==> config.mk <==
export PLATFORM = sky130hd
export DESIGN_NAME = sfft_frame_reader_flat
export DESIGN_NICKNAME = d
export VERILOG_FILES = /design/src/rtl/sfft_frame_reader_if.sv /design/src/rtl/sfft_frame_reader.sv /design/src/flat_wrapper.sv
export SDC_FILE = /design/constraint.sdc
export NUM_CORES = 1
export LEC_CHECK = 0
export CAP_MARGIN = 0
export CORE_MARGIN = 10
export CORE_UTILIZATION = 40
export DETAILED_ROUTE_END_ITERATION = 16
export HOLD_SLACK_MARGIN = 0.12
export PLACE_DENSITY = 0.89
export REMOVE_ABC_BUFFERS = 1
export SLEW_MARGIN = 20
export SYNTH_ARGS = -nofsm -noshare
export SYNTH_HDL_FRONTEND = slang
export SYNTH_SLANG_ARGS = --single-unit
==> constraint.sdc <==
create_clock -name clk -period 5.6 [get_ports clk]
set_clock_uncertainty 0.1 [all_clocks]
set_input_delay 1.12 -clock clk [delete_from_list [all_inputs] [get_ports clk]]
set_output_delay 1.12 -clock clk [all_outputs]
set_load 0.02 [all_outputs]
==> src/rtl/sfft_frame_reader_if.sv <==
// rtl/sfft_frame_reader_if.sv - bin stream bus from the frame reader to the fingerprinting logic
interface sfft_frame_reader_if #(
    parameter int WIDTH = 16,
    parameter int IDX_W = 4
);
    logic [WIDTH-1:0] bin_data;
    logic [IDX_W-1:0] bin_index;
    logic             bin_valid;
    logic             bin_ready;
    logic             bin_last;

    modport master (
        output bin_data,
        output bin_index,
        output bin_valid,
        output bin_last,
        input  bin_ready
    );

    modport slave (
        input  bin_data,
        input  bin_index,
        input  bin_valid,
        input  bin_last,
        output bin_ready
    );
endinterface

==> src/rtl/sfft_frame_reader.sv <==
// rtl/sfft_frame_reader.sv - captures an SFFT frame and streams |bin| values; peak tracking under SFFT_READER_PEAK_EN
module sfft_frame_reader #(
    parameter int NFFT   = 16,
    parameter int N_BINS = NFFT / 2,
    parameter int WIDTH  = 16,
    parameter int IDX_W  = $clog2(NFFT),
    parameter int OVR_W  = 8
) (
    input  logic                    clk,
    input  logic                    reset,
    input  logic signed [WIDTH-1:0] SFFT_In [NFFT],
    input  logic                    InputValid,
    sfft_frame_reader_if.master     bin,
    output logic                    busy,
    output logic [OVR_W-1:0]        overrun_count,
    output logic [WIDTH-1:0]        peak_mag,
    output logic [IDX_W-1:0]        peak_idx,
    output logic                    peak_valid
);
    localparam logic [0:0] IDLE   = 1'b0;
    localparam logic [0:0] STREAM = 1'b1;
    localparam logic [IDX_W-1:0] LAST_IDX = IDX_W'(N_BINS - 1);

    logic [0:0]              state;
    logic [IDX_W-1:0]        rdIdx;
    logic signed [WIDTH-1:0] buffer [1 << IDX_W];
    logic [WIDTH-1:0]        absVal;
    logic                    xfer;
    logic                    lastXfer;
    logic                    capture;
    logic                    unusedHi;

    function automatic logic [WIDTH-1:0] absSat(input logic signed [WIDTH-1:0] x);
        if (!x[WIDTH-1])
            return $unsigned(x);
        else if (x == {1'b1, {(WIDTH-1){1'b0}}})
            return {1'b0, {(WIDTH-1){1'b1}}};
        else
            return $unsigned(-x);
    endfunction

    assign absVal   = absSat(buffer[rdIdx]);
    assign xfer     = bin.bin_valid & bin.bin_ready;
    assign lastXfer = xfer && (rdIdx == LAST_IDX);
    // A frame landing on the last-bin transfer is taken, not dropped.
    assign capture  = InputValid && ((state == IDLE) || lastXfer);

    assign busy          = (state == STREAM);
    assign bin.bin_valid = (state == STREAM);
    assign bin.bin_last  = (state == STREAM) && (rdIdx == LAST_IDX);
    assign bin.bin_index = rdIdx;
    assign bin.bin_data  = (state == STREAM) ? absVal : '0;

    always_comb begin
        unusedHi = 1'b0;
        for (int i = N_BINS; i < NFFT; i++)
            unusedHi = unusedHi ^ (^SFFT_In[i]);
    end

    always_ff @(posedge clk) begin
        if (capture)
            for (int i = 0; i < N_BINS; i++)
                buffer[i] <= SFFT_In[i];
    end

    always_ff @(posedge clk or negedge reset) begin
        if (!reset) begin
            state <= IDLE;
            rdIdx <= '0;
        end else begin
            case (state)
                IDLE: begin
                    if (InputValid) begin
                        state <= STREAM;
                        rdIdx <= '0;
                    end
                end
                default: begin
                    if (lastXfer) begin
                        state <= InputValid ? STREAM : IDLE;
                        rdIdx <= '0;
                    end else if (xfer) begin
                        rdIdx <= rdIdx + 1'b1;
                    end
                end
            endcase
        end
    end

    always_ff @(posedge clk or negedge reset) begin
        if (!reset)
            overrun_count <= '0;
        else if (InputValid && (state == STREAM) && !lastXfer && (overrun_count != '1))
            overrun_count <= overrun_count + 1'b1;
    end

`ifdef SFFT_READER_PEAK_EN
    logic [WIDTH-1:0] runMax;
    logic [IDX_W-1:0] runIdx;
    logic             newMax;

    // Strict compare keeps the lowest index on ties; bin 0 always seeds.
    assign newMax = (rdIdx == '0) || (absVal > runMax);

    always_ff @(posedge clk or negedge reset) begin
        if (!reset) begin
            runMax     <= '0;
            runIdx     <= '0;
            peak_mag   <= '0;
            peak_idx   <= '0;
            peak_valid <= 1'b0;
        end else begin
            peak_valid <= lastXfer;
            if (xfer && newMax) begin
                runMax <= absVal;
                runIdx <= rdIdx;
            end
            if (lastXfer) begin
                peak_mag <= newMax ? absVal : runMax;
                peak_idx <= newMax ? rdIdx : runIdx;
            end
        end
    end
`else
    assign peak_mag   = '0;
    assign peak_idx   = '0;
    assign peak_valid = 1'b0;
`endif

endmodule

==> src/flat_wrapper.sv <==
// flat-port wrapper written by rule: the top's interface ports become plain ports
module sfft_frame_reader_flat 
#(
    parameter int NFFT   = 16,
    parameter int N_BINS = NFFT / 2,
    parameter int WIDTH  = 16,
    parameter int IDX_W  = $clog2(NFFT),
    parameter int OVR_W  = 8
)
  (clk, reset, SFFT_In, InputValid, busy, overrun_count, peak_mag, peak_idx, peak_valid, bin_bin_data, bin_bin_index, bin_bin_valid, bin_bin_last, bin_bin_ready);
  sfft_frame_reader_if #(.WIDTH(WIDTH), .IDX_W(IDX_W)) bin_i ();
  input  logic clk;
  input  logic reset;
  input  logic signed [WIDTH-1:0] SFFT_In[NFFT];
  input  logic InputValid;
  output logic busy;
  output logic [OVR_W-1:0] overrun_count;
  output logic [WIDTH-1:0] peak_mag;
  output logic [IDX_W-1:0] peak_idx;
  output logic peak_valid;
  output wire logic [$bits(bin_i.bin_data)-1:0] bin_bin_data;
  output wire logic [$bits(bin_i.bin_index)-1:0] bin_bin_index;
  output wire logic [$bits(bin_i.bin_valid)-1:0] bin_bin_valid;
  output wire logic [$bits(bin_i.bin_last)-1:0] bin_bin_last;
  input wire logic [$bits(bin_i.bin_ready)-1:0] bin_bin_ready;
  assign bin_bin_data = bin_i.bin_data;
  assign bin_bin_index = bin_i.bin_index;
  assign bin_bin_valid = bin_i.bin_valid;
  assign bin_bin_last = bin_i.bin_last;
  assign bin_i.bin_ready = bin_bin_ready;
  sfft_frame_reader #(.NFFT(NFFT), .N_BINS(N_BINS), .WIDTH(WIDTH), .IDX_W(IDX_W), .OVR_W(OVR_W)) u_core (.clk(clk), .reset(reset), .SFFT_In(SFFT_In), .InputValid(InputValid), .bin(bin_i), .busy(busy), .overrun_count(overrun_count), .peak_mag(peak_mag), .peak_idx(peak_idx), .peak_valid(peak_valid));
endmodule
==> flow_summary.ini <==
[sta]
tightestPinTransition_ns = 0.798
finalSetupViolCount = 0
slew_headroom_pct = 46.8
whs_ns = 0.395
final.min_clock_period_ns = 5.35
worst_slack_ns = 0.250
period_share_pct = 95.5
rsz0062_at_grt = false
finalHoldViolations = 0
fmax_mhz = 187
drv_slew = 0
fin_setup_tns_ns = 0

[placement]
place_area_mm2 = 0.00785
gp_congestion = 0.831
port_buffers = 162
post-place-cells = 678
dpl.hpwl_um = 11100
place_ws_ns = 0.460

[clock_network]
clockBufferDepth = 2
cts_root_buffer = clkbuf_16
h-tree-depth = 4
numCtsBuffers = 17
clock_sinks = 141
clk_latency_ns = 0.42
post-cts-setup-buffers = 0
cts_tree = done
cts.reportedPaths.clkPinSlew_ns = 0.06

[yosys]
syn_avg_cell_area_um2 = 18.0
ys_seq_area_share_pct = 68.5
ys_warn_count = 0
syn-instance-count = 337
synth_ff_type = edfxtp_1
synth_top_cells_by_area = edfxtp_1 63%, mux4_2 12%, dfrtp_1 5.3%
yosysTopAreaCellShare_pct = 63.2
synth_edf_count = 128
synth-seq-cells = 141
synthArstFlopShare_pct = 9.22
yosysUniqueCellTypes = 41
syn_area_mm2 = 0.00608
yosysTopAreaCell = edfxtp_1

[worst_setup_path]
cpPeakStageDelay_ns = 0.67
required_ns = 4.38
startpoint_type = flop
crit_chain = buf_4, mux4_2, mux2i_2, nand3_2, or3_1, or2_2, a21oi_1, clkdlybuf4s50_1
worstPathMaxFanout = 13
crit_path_top_delay_cell = clkdlybuf4s50_1
cp_data_arrival_time_ns = 4.13
reg2reg_depth = 7
critical_path_depth = 8
cp-end-kind = output pin
path_buf_inv = 2
r2r_start = u_core.bin.bin_index[1]$_DFFE_PN0P_
setup.worst_path.end = bin_bin_data[6]
r2r_slack_ns = 2.43
cp_top_family = simple AND/OR/NAND/NOR gates
worst-setup-path-type = flop to output pin
rr_endpoint = u_core.buffer[7][13]$_DFFE_PP_
critPathLaunch = u_core.bin.bin_index[0]$_DFFE_PN0P_

[pwr]
power_frac_clock_pct = 22.3
p_leak_nw = 2.85
powerDensity_mw_per_mm2 = 531
p_comb_share_pct = 46.1
p_int_mw = 2.87
vdd_drop_max_v = 0.000312
p_sw_share_pct = 35.4
p_seq_share_pct = 31.6
total_power_mw = 4.45
p_sw_mw = 1.58

[floorplanning]
num_io_pins = 312
start_util_pct = 40.5
dieArea_mm2 = 0.0205
die_w_um = 143
rows = 45
core_mm2 = 0.0150
die_h_um = 143

[routing]
top_layer_used = met4
drc = 0
wire_per_inst_um = 20.9
dr.first_iter.drc_count = 160
wirelength_um = 14800
ant_nets = 0
met2_length_um = 7420
routed_via_density = 5.05
wl_met3_um = 1540
vias = 3575
wl_met1_um = 5650
firstDrtPassIters = 6

[cells_and_area]
nets = 772
mostFrequentLayoutCells = 161 x clkdlybuf4s50_1, 128 x edfxtp_1, 32 x mux4_2
layout_commonest_cell = clkdlybuf4s50_1
finalInstanceArea_mm2 = 0.00838
diodes = 0
syn_to_final_growth_pct = 37.8
final_cells = 708
utilization_pct = 55.7
layout-drive-gt1-share_pct = 16.5

[global_route]
grt_pass1_vias = 4070
grt_max_degree = 71
grtUsageTotal_pct = 14.6
grt-ovfl-total = 0
grt_pass1_wl_um = 22400
antenna_found_initial = 0

[run]
maxCapViolations = 0

[hold_path]
hp-class = flop to flop

[run_status]
status = finished, final reports clean
-- layout make-up --
type,instances,area (µm²)
Timing Repair Buffer,169,1700
Inverter,4,15.0
Sequential cell,141,4180
Clock buffer,20,437
Clock inverter,10,76.3
Multi-Input combinational cell,176,1740
Tap cell,188,235
Fill cell,1146,6650
-- state kept, by name (all words and copies together) (netlist names) --
name / flops
u_core.buffer: 128
u_core.bin.bin_valid: 1
u_core.bin.bin_index: 4
u_core.overrun_count: 8
-- logic make-up after synthesis --
| group | synth area share (%) |
|---|---|
| xor+xnor | 2.59 |
| other cells | 0.0617 |
| buf+inv | 4.32 |
| mux | 16.0 |
| fa+ha+maj | 0.617 |
| compound gates | 3.19 |
| simple gates | 4.63 |
| flops | 68.5 |
-- routing by layer --
metal | vias to the layer above | track usage, %
met1 | 1755 | 16.5
li1 | 1636 | -
met2 | 168 | 24.2
met3 | 16 | 6.86
met4 | 0 | 4.78
met5 | - | 0
-- synth_stat cells (2+ instances only) --
library cell / count
or3_1: 3
nand2_1: 16
o21ai_0: 5
nor2_1: 8
buf_2: 3
edfxtp_1: 128
mux2i_1: 9
buf_6: 3
mux2i_4: 4
mux2i_2: 3
o31ai_1: 5
nand4_1: 6
nand3_2: 4
mux4_2: 32
nor3_1: 2
dfrtp_1: 13
nand3_1: 2
and2_1: 3
ha_1: 3
clkbuf_1: 6
inv_1: 4
a31oi_1: 3
buf_4: 23
xnor2_1: 13
xor2_1: 5
mux2_2: 3
a21oi_1: 14
-- power groups by stage --
stage                     clock network, mW  registers, mW  logic (mW)
after detailed placement                  0           1.43        2.05
after floorplan                           0           1.51        1.11
final                                 0.992           1.41        2.05
after global routing                   1.07           1.43        2.17
after CTS                              1.02           1.41        2.07
after global placement                    0           1.42        2.01
-- worst min path at each step --
stage	slack, ns	start	depth (start not counted)	end
after global placement	0.38	u_core.overrun_count[6]$_DFFE_PN0P_	1	u_core.overrun_count[6]$_DFFE_PN0P_
after floorplan	0.49	u_core.overrun_count[6]$_DFFE_PN0P_	1	u_core.overrun_count[6]$_DFFE_PN0P_
after CTS	0.40	u_core.overrun_count[6]$_DFFE_PN0P_	1	u_core.overrun_count[6]$_DFFE_PN0P_
after detailed placement	0.38	u_core.overrun_count[6]$_DFFE_PN0P_	1	u_core.overrun_count[6]$_DFFE_PN0P_
after global routing	0.43	u_core.overrun_count[6]$_DFFE_PN0P_	1	u_core.overrun_count[6]$_DFFE_PN0P_
final	0.40	u_core.overrun_count[6]$_DFFE_PN0P_	1	u_core.overrun_count[6]$_DFFE_PN0P_
-- timing repair --
| item | CTS | global route |
|---|---|---|
| gates resized for setup | 2 | 4 |
| hold buffers | 0 | 0 |
| endpoints found under the setup margin | 1 | 12 |
| pin swaps | 0 | 0 |
No activity file was read; power rests on OpenSTA's default activity.
